$ cat src/rtl/tcs3200_color_classifier.sv
// TCS3200 colour sensor sequencer: per-channel gated edge counting and RGB classification.
// Define CLEAR_CHAN_EN to measure the clear channel and use it as a darkness override.
module tcs3200_color_classifier #(
  parameter int unsigned CNT_W         = 16,
  parameter int unsigned WINDOW_CYCLES = 50000,
  parameter int unsigned SETTLE_CYCLES = 1000,
  parameter logic [1:0]  FREQ_SCALE    = 2'b11,
  parameter logic [15:0] DARK_THRESH   = 16'd200,
  parameter logic [15:0] WHITE_THRESH  = 16'd4000,
  parameter logic [15:0] MARGIN        = 16'd100
) (
  input  logic             clk,
  input  logic             rst,
  input  logic             en,
  input  logic             sensor_out,
  output logic [1:0]       s2_s3,
  output logic [1:0]       s0_s1,
  output logic             luz,
  output logic [CNT_W-1:0] red_cnt,
  output logic [CNT_W-1:0] green_cnt,
  output logic [CNT_W-1:0] blue_cnt,
  output logic [CNT_W-1:0] clear_cnt,
  output logic [2:0]       color,
  output logic             valid,
  output logic             ovf
);

  localparam int unsigned TMAX = (WINDOW_CYCLES > SETTLE_CYCLES) ? WINDOW_CYCLES : SETTLE_CYCLES;
  localparam int unsigned TW   = $clog2(TMAX + 1);
  localparam int unsigned CW   = (CNT_W > 16) ? CNT_W : 16;

  typedef enum logic [1:0] {IDLE, SETTLE, COUNT, CLASSIFY} state_t;
  typedef enum logic [1:0] {
    CH_RED = 2'b00, CH_BLUE = 2'b01, CH_CLEAR = 2'b10, CH_GREEN = 2'b11
  } chan_t;
  typedef enum logic [2:0] {
    COL_BLACK = 3'b000, COL_RED = 3'b001, COL_GREEN = 3'b010,
    COL_BLUE = 3'b011, COL_UNKNOWN = 3'b110, COL_WHITE = 3'b111
  } color_t;

  state_t           state, state_n;
  chan_t            chan, chan_n;
  logic [TW-1:0]    timer, timer_n;
  logic [CNT_W-1:0] cnt, cnt_n;
  logic [CNT_W-1:0] sh_r, sh_b;
`ifdef CLEAR_CHAN_EN
  logic [CNT_W-1:0] sh_c;
`endif
  logic             frame_ovf, sat;
  logic             sync1, sync2, sync_prev, rise;
  logic             settle_done, window_done, frame_done;
  logic [CW-1:0]    r_w, g_w, b_w, top, second, lo;
  color_t           lead_col, color_n;

  assign rise        = sync2 & ~sync_prev;
  assign settle_done = (timer == TW'(SETTLE_CYCLES - 1));
  assign window_done = (timer == TW'(WINDOW_CYCLES - 1));
  assign frame_done  = (state == COUNT) && window_done && (chan == CH_GREEN);
  assign s2_s3       = chan;
  assign s0_s1       = FREQ_SCALE;

  always_comb begin
    state_n = state;
    chan_n  = chan;
    timer_n = timer;
    case (state)
      IDLE: begin
        if (en) begin
          state_n = SETTLE;
          chan_n  = CH_RED;
          timer_n = '0;
        end
      end
      SETTLE: begin
        if (settle_done) begin
          state_n = COUNT;
          timer_n = '0;
        end else begin
          timer_n = timer + TW'(1);
        end
      end
      COUNT: begin
        if (window_done) begin
          timer_n = '0;
          if (chan == CH_GREEN) begin
            state_n = CLASSIFY;
          end else begin
            state_n = SETTLE;
            case (chan)
              CH_RED:  chan_n = CH_BLUE;
`ifdef CLEAR_CHAN_EN
              CH_BLUE: chan_n = CH_CLEAR;
`else
              CH_BLUE: chan_n = CH_GREEN;
`endif
              default: chan_n = CH_GREEN;
            endcase
          end
        end else begin
          timer_n = timer + TW'(1);
        end
      end
      CLASSIFY: begin
        timer_n = '0;
        if (en) begin
          state_n = SETTLE;
          chan_n  = CH_RED;
        end else begin
          state_n = IDLE;
        end
      end
      default: state_n = IDLE;
    endcase
  end

  // An edge arriving at full scale is dropped and flagged rather than wrapping.
  always_comb begin
    cnt_n = cnt;
    sat   = 1'b0;
    if (state == COUNT && rise) begin
      if (&cnt) sat = 1'b1;
      else      cnt_n = cnt + CNT_W'(1);
    end
  end

  // Green is always measured last, so its live count feeds the classifier on the final edge.
  always_comb begin
    r_w      = CW'(sh_r);
    g_w      = CW'(cnt_n);
    b_w      = CW'(sh_b);
    top      = r_w;
    second   = (g_w > b_w) ? g_w : b_w;
    lead_col = COL_RED;
    if (g_w > r_w && g_w >= b_w) begin
      top      = g_w;
      second   = (r_w > b_w) ? r_w : b_w;
      lead_col = COL_GREEN;
    end else if (b_w > r_w && b_w > g_w) begin
      top      = b_w;
      second   = (r_w > g_w) ? r_w : g_w;
      lead_col = COL_BLUE;
    end
    lo = r_w;
    if (g_w < lo) lo = g_w;
    if (b_w < lo) lo = b_w;
    if (top < CW'(DARK_THRESH))                                color_n = COL_BLACK;
    else if (lo >= CW'(WHITE_THRESH))                          color_n = COL_WHITE;
    else if (top == second || (top - second) < CW'(MARGIN))    color_n = COL_UNKNOWN;
    else                                                       color_n = lead_col;
`ifdef CLEAR_CHAN_EN
    if (CW'(sh_c) < CW'(DARK_THRESH)) color_n = COL_BLACK;
`endif
  end

  always_ff @(posedge clk or posedge rst) begin
    if (rst) begin
      state     <= IDLE;
      chan      <= CH_RED;
      timer     <= '0;
      cnt       <= '0;
      sh_r      <= '0;
      sh_b      <= '0;
`ifdef CLEAR_CHAN_EN
      sh_c      <= '0;
      clear_cnt <= '0;
`endif
      frame_ovf <= 1'b0;
      sync1     <= 1'b0;
      sync2     <= 1'b0;
      sync_prev <= 1'b0;
      luz       <= 1'b0;
      red_cnt   <= '0;
      green_cnt <= '0;
      blue_cnt  <= '0;
      color     <= '0;
      valid     <= 1'b0;
      ovf       <= 1'b0;
    end else begin
      state     <= state_n;
      chan      <= chan_n;
      timer     <= timer_n;
      sync1     <= sensor_out;
      sync2     <= sync1;
      sync_prev <= sync2;
      luz       <= (state_n != IDLE);
      cnt       <= (state == SETTLE && settle_done) ? '0 : cnt_n;
      if (state == IDLE || state == CLASSIFY) frame_ovf <= 1'b0;
      else if (sat)                           frame_ovf <= 1'b1;
      if (state == COUNT && window_done) begin
        case (chan)
          CH_RED:   sh_r <= cnt_n;
          CH_BLUE:  sh_b <= cnt_n;
`ifdef CLEAR_CHAN_EN
          CH_CLEAR: sh_c <= cnt_n;
`endif
          default: ;
        endcase
      end
      valid <= frame_done;
      if (frame_done) begin
        red_cnt   <= sh_r;
        green_cnt <= cnt_n;
        blue_cnt  <= sh_b;
`ifdef CLEAR_CHAN_EN
        clear_cnt <= sh_c;
`endif
        color     <= color_n;
        ovf       <= frame_ovf | sat;
      end
    end
  end

`ifndef CLEAR_CHAN_EN
  assign clear_cnt = '0;
`endif

endmodule

$ cat config.mk
export PLATFORM = sky130hd
export DESIGN_NAME = tcs3200_color_classifier
export DESIGN_NICKNAME = d
export VERILOG_FILES = /design/src/rtl/tcs3200_color_classifier.sv
export SDC_FILE = /design/constraint.sdc
export NUM_CORES = 1
export LEC_CHECK = 0
export BUFFER_PORTS_ARGS = -buffer_cell sky130_fd_sc_hd__buf_2
export CAP_MARGIN = 10
export CORE_ASPECT_RATIO = 0.5
export CORE_MARGIN = 5
export CORE_UTILIZATION = 55
export DETAILED_ROUTE_END_ITERATION = 12
export PLACE_DENSITY = 0.74
export SLEW_MARGIN = 15
export SYNTH_ARGS = -nofsm -noshare
export SYNTH_HDL_FRONTEND = slang
export SYNTH_SLANG_ARGS = --single-unit
$ cat constraint.sdc
create_clock -name clk -period 21.1 [get_ports clk]
set_clock_uncertainty 0.15 [all_clocks]
set_input_delay 1.055 -clock clk [delete_from_list [all_inputs] [get_ports clk]]
set_output_delay 1.055 -clock clk [all_outputs]
set_load 0.05 [all_outputs]
==> impl_results.md <==
- Status: completed
- GR peak layer: met2
- Grt met3 use: 7.016%
- GRT overflow: 0
- CORE AREA: 16,470 um^2
- GR Util All Layers: 28.31%
- WS Path Type: register to register
- Final Critical Period: 9.260 ns
- RSZ-0062 raised after global routing: no
- Via count: 8,902
- Share of the synthesized area in the top cell type: 33.93%
- CP arrival: 9.42 ns
- Number of distinct library cells after synthesis: 80
- Violation count after the first detailed-route iteration: 1,015
- Drt wl/cell: 19.62 um
- Flops & latches, synth: 126
- DIE AREA: 19,750 um^2
- Final Hold Fails: 0
- Die H: 101.9 um
- Area leader, netlist: dfrtp_1
- IO Pins: 78
- Global-route wire length before repair: 44,280 um
- Cell depth of the worst flop-to-flop path: 29
- Crit Path Max Fanout: 22
- Worst endpoint required time: 21.26 ns
- Row cnt: 33
- Clock network power share: 51.9%
- CTS tree: built
- # Post-CTS Setup Buffers: 0
- Flop pwr share: 41.1%
- Max-Cap Viols: 0
- Commonest cells post-synth: nand2_1, nor2_1, dfrtp_1
- Synth Flop Type: dfrtp_1
- Final Wtd Congestion: 1.007
- Largest net degree at the start of global routing: 73
- Placed inst area: 9728 um^2
- Post-route cell area: 10,340 um^2
- # clock sinks: 126
- Root Driver: clkbuf_16
- WL final: 28,000 um
- Power, Total: 601.9 uW
- Post-DRT Antenna Nets: 0
- Initial antenna violation count: 0
- Post-synthesis cell area: 9293 um^2
- Sw Pwr: 159.7 uW
- GR Util met2: 43.62%
- Clock latency at the later pin of the worst-skew pair: 0.43 ns
- Vias in the first global route: 8,232
- Iteration count of the initial detailed-routing pass: 6
- Area contributors post-synth: dfrtp_1, ha_1, nand2_1
- Warnings, synthesis: 0
- Gate power share: 6.9%
- Nets: 1,275
- Seq/Total Area, Yosys: 33.93%
- Async SR Flop Fraction: 100.0%
- ANT cells: 0
- Slowest cell on the critical path: nand2_1
- Leakage: 5.171 nW
- IO Port Bufs: 59
- Hold depth: 0
- CTS resizes: 0
- Power density cells: 58.21 nW/um^2
- Die W: 193.8 um
- Hold buffers post-CTS: 0
- Setup Viol. Count Final: 0
- Share of cells above drive strength 1: 11.17%
- Setup_tns: 0 ns
- Max incr delay on CP: 0.74 ns
- Layout area overhead: 11.27%
- CTS H-tree lvls: 4
- Cells after Synth: 1,146
- Number of buffers inserted during clock tree synthesis: 17
- Worst setup EP type: register
- Max Buffers Root-to-Sink: 2
- Max frequency: 108.0 MHz
- Most common cell in the netlist: nand2_1
- P_int: 442.2 uW
- Tcrit/Tclk final: 43.89%
- CP startpoint kind: register
- Max transition margin: 35.91%
- Avg Cell Area, Syn: 8.109 um^2
- Detailed-route DRC error count: 0
- Min-Delay Path Class: register to register
- Post-DP HPWL: 20,140 um
- Final Max Tran Viols: 0
- Initial core utilization: 56.41%
- Detailed-route vias per instance: 6.238
- Worst-path clk slew: 0.06 ns
- EDFF count, synth: 0
- Sw frac: 26.53%
- GR Util met1: 39.66%
- Peak VDD IR: 0.06263 mV
- Worst Tran Pin Value: 0.9613 ns
## final cells by class
type / instances / area [um^2]
Sequential cell: 126 / 3153
Multi-Input combinational cell: 920 / 5693
Tap cell: 227 / 284.0
Fill cell: 1428 / 6135
Clock inverter: 15 / 186.4
Clock buffer: 17 / 425.4
Inverter: 46 / 175.2
Timing Repair Buffer: 76 / 422.9
## sequential cells by signal, indices dropped and copies added, names as in the netlist, 3 cells and up
register   count
b_w           16
blue_cnt      16
color          3
cnt           16
timer         16
r_w           16
green_cnt     16
red_cnt       16
## routing by layer
| layer | routed length [um] | share of wire [%] |
|---|---|---|
| met1 | 12420 | 44 |
| met2 | 12050 | 43 |
| met3 | 2776 | 9.9 |
| met4 | 760 | 2.7 |
| met5 | 0 | 0 |
## path summary, 6_finish.rpt
check | startpoint | to | slack, ns
worst min-delay path | sync1$_DFF_PP0_ | sync2$_DFF_PP0_ | 0.20
worst min register to register | sync1$_DFF_PP0_ | sync2$_DFF_PP0_ | 0.20
min in group asynchronous | rst | state[0]$_DFF_PP0_ | 0.58
worst max-delay path | state[0]$_DFF_PP0_ | color[2]$_DFFE_PP0P_ | 11.84
max in group asynchronous | rst | blue_cnt[3]$_DFFE_PP0P_ | 18.85
worst max register to register | state[0]$_DFF_PP0_ | color[2]$_DFFE_PP0P_ | 11.84
## critical path, delay by kind of cell (launching register included)
kind | cells | cell delay [ns]
AO/OA/AOI/OAI | 10 | 2.47
XOR/XNOR | 1 | 0.57
AND/OR/NAND/NOR | 13 | 4.11
flip-flops | 1 | 0.41
adder cells (fa/ha/maj) | 3 | 1.05
buffers and inverters | 2 | 0.36
## per-stage QoR
stage	util, %	cells	hold slack (ns)	setup slack, ns
after floorplan	-	1162	0.1812	13.52
after global placement	59.05	1395	0.1910	12.48
after detailed placement	59.05	1395	0.1886	12.05
after CTS	62.76	1427	0.2029	12.02
after global routing	62.76	1427	0.2199	11.14
final	62.76	1427	0.2030	11.84
## placed cells by master, fill, tap and decap left out, types with 10 or more instances in the layout
cell type	synthesis	layout
nor3_1	10	10
nand2b_1	13	13
nor4_1	11	11
xor2_1	20	20
nand3_1	17	17
dfrtp_1	126	126
buf_2	2	59
nand4_1	31	31
o21ai_0	86	86
ha_1	84	84
o221ai_1	22	22
nor2_1	136	136
conb_1	2	18
a21oi_1	98	98
inv_1	44	43
nand2_1	185	185
buf_4	18	17
and3_1	11	11
a21o_1	14	14
o211ai_1	21	21
clkbuf_16	0	17
## cells by family (layout without fill, tap and decap cells)
family                     after synthesis  count (layout)  synth area share, %
AOI/OAI and AO/OA                      315             315                22.14
and+or+nand+nor                        460             460                22.70
muxes                                   14              14                1.589
DFF                                    126             126                33.93
buffers and inverters                  116             154                5.520
adders and majority gates               84              84                11.31
xor gates and xnor gates                29              29                2.733
other                                    2              18              0.08082
## power groups by stage
| stage | logic (mW) | clock network, mW | registers (mW) |
|---|---|---|---|
| after floorplan | 0.0325 | 0 | 0.255 |
| after global placement | 0.0402 | 0 | 0.252 |
| after detailed placement | 0.0412 | 0 | 0.252 |
| after CTS | 0.0420 | 0.315 | 0.247 |
| after global routing | 0.0464 | 0.327 | 0.248 |
| final | 0.0418 | 0.313 | 0.247 |
No activity file was read; power rests on OpenSTA's default activity.
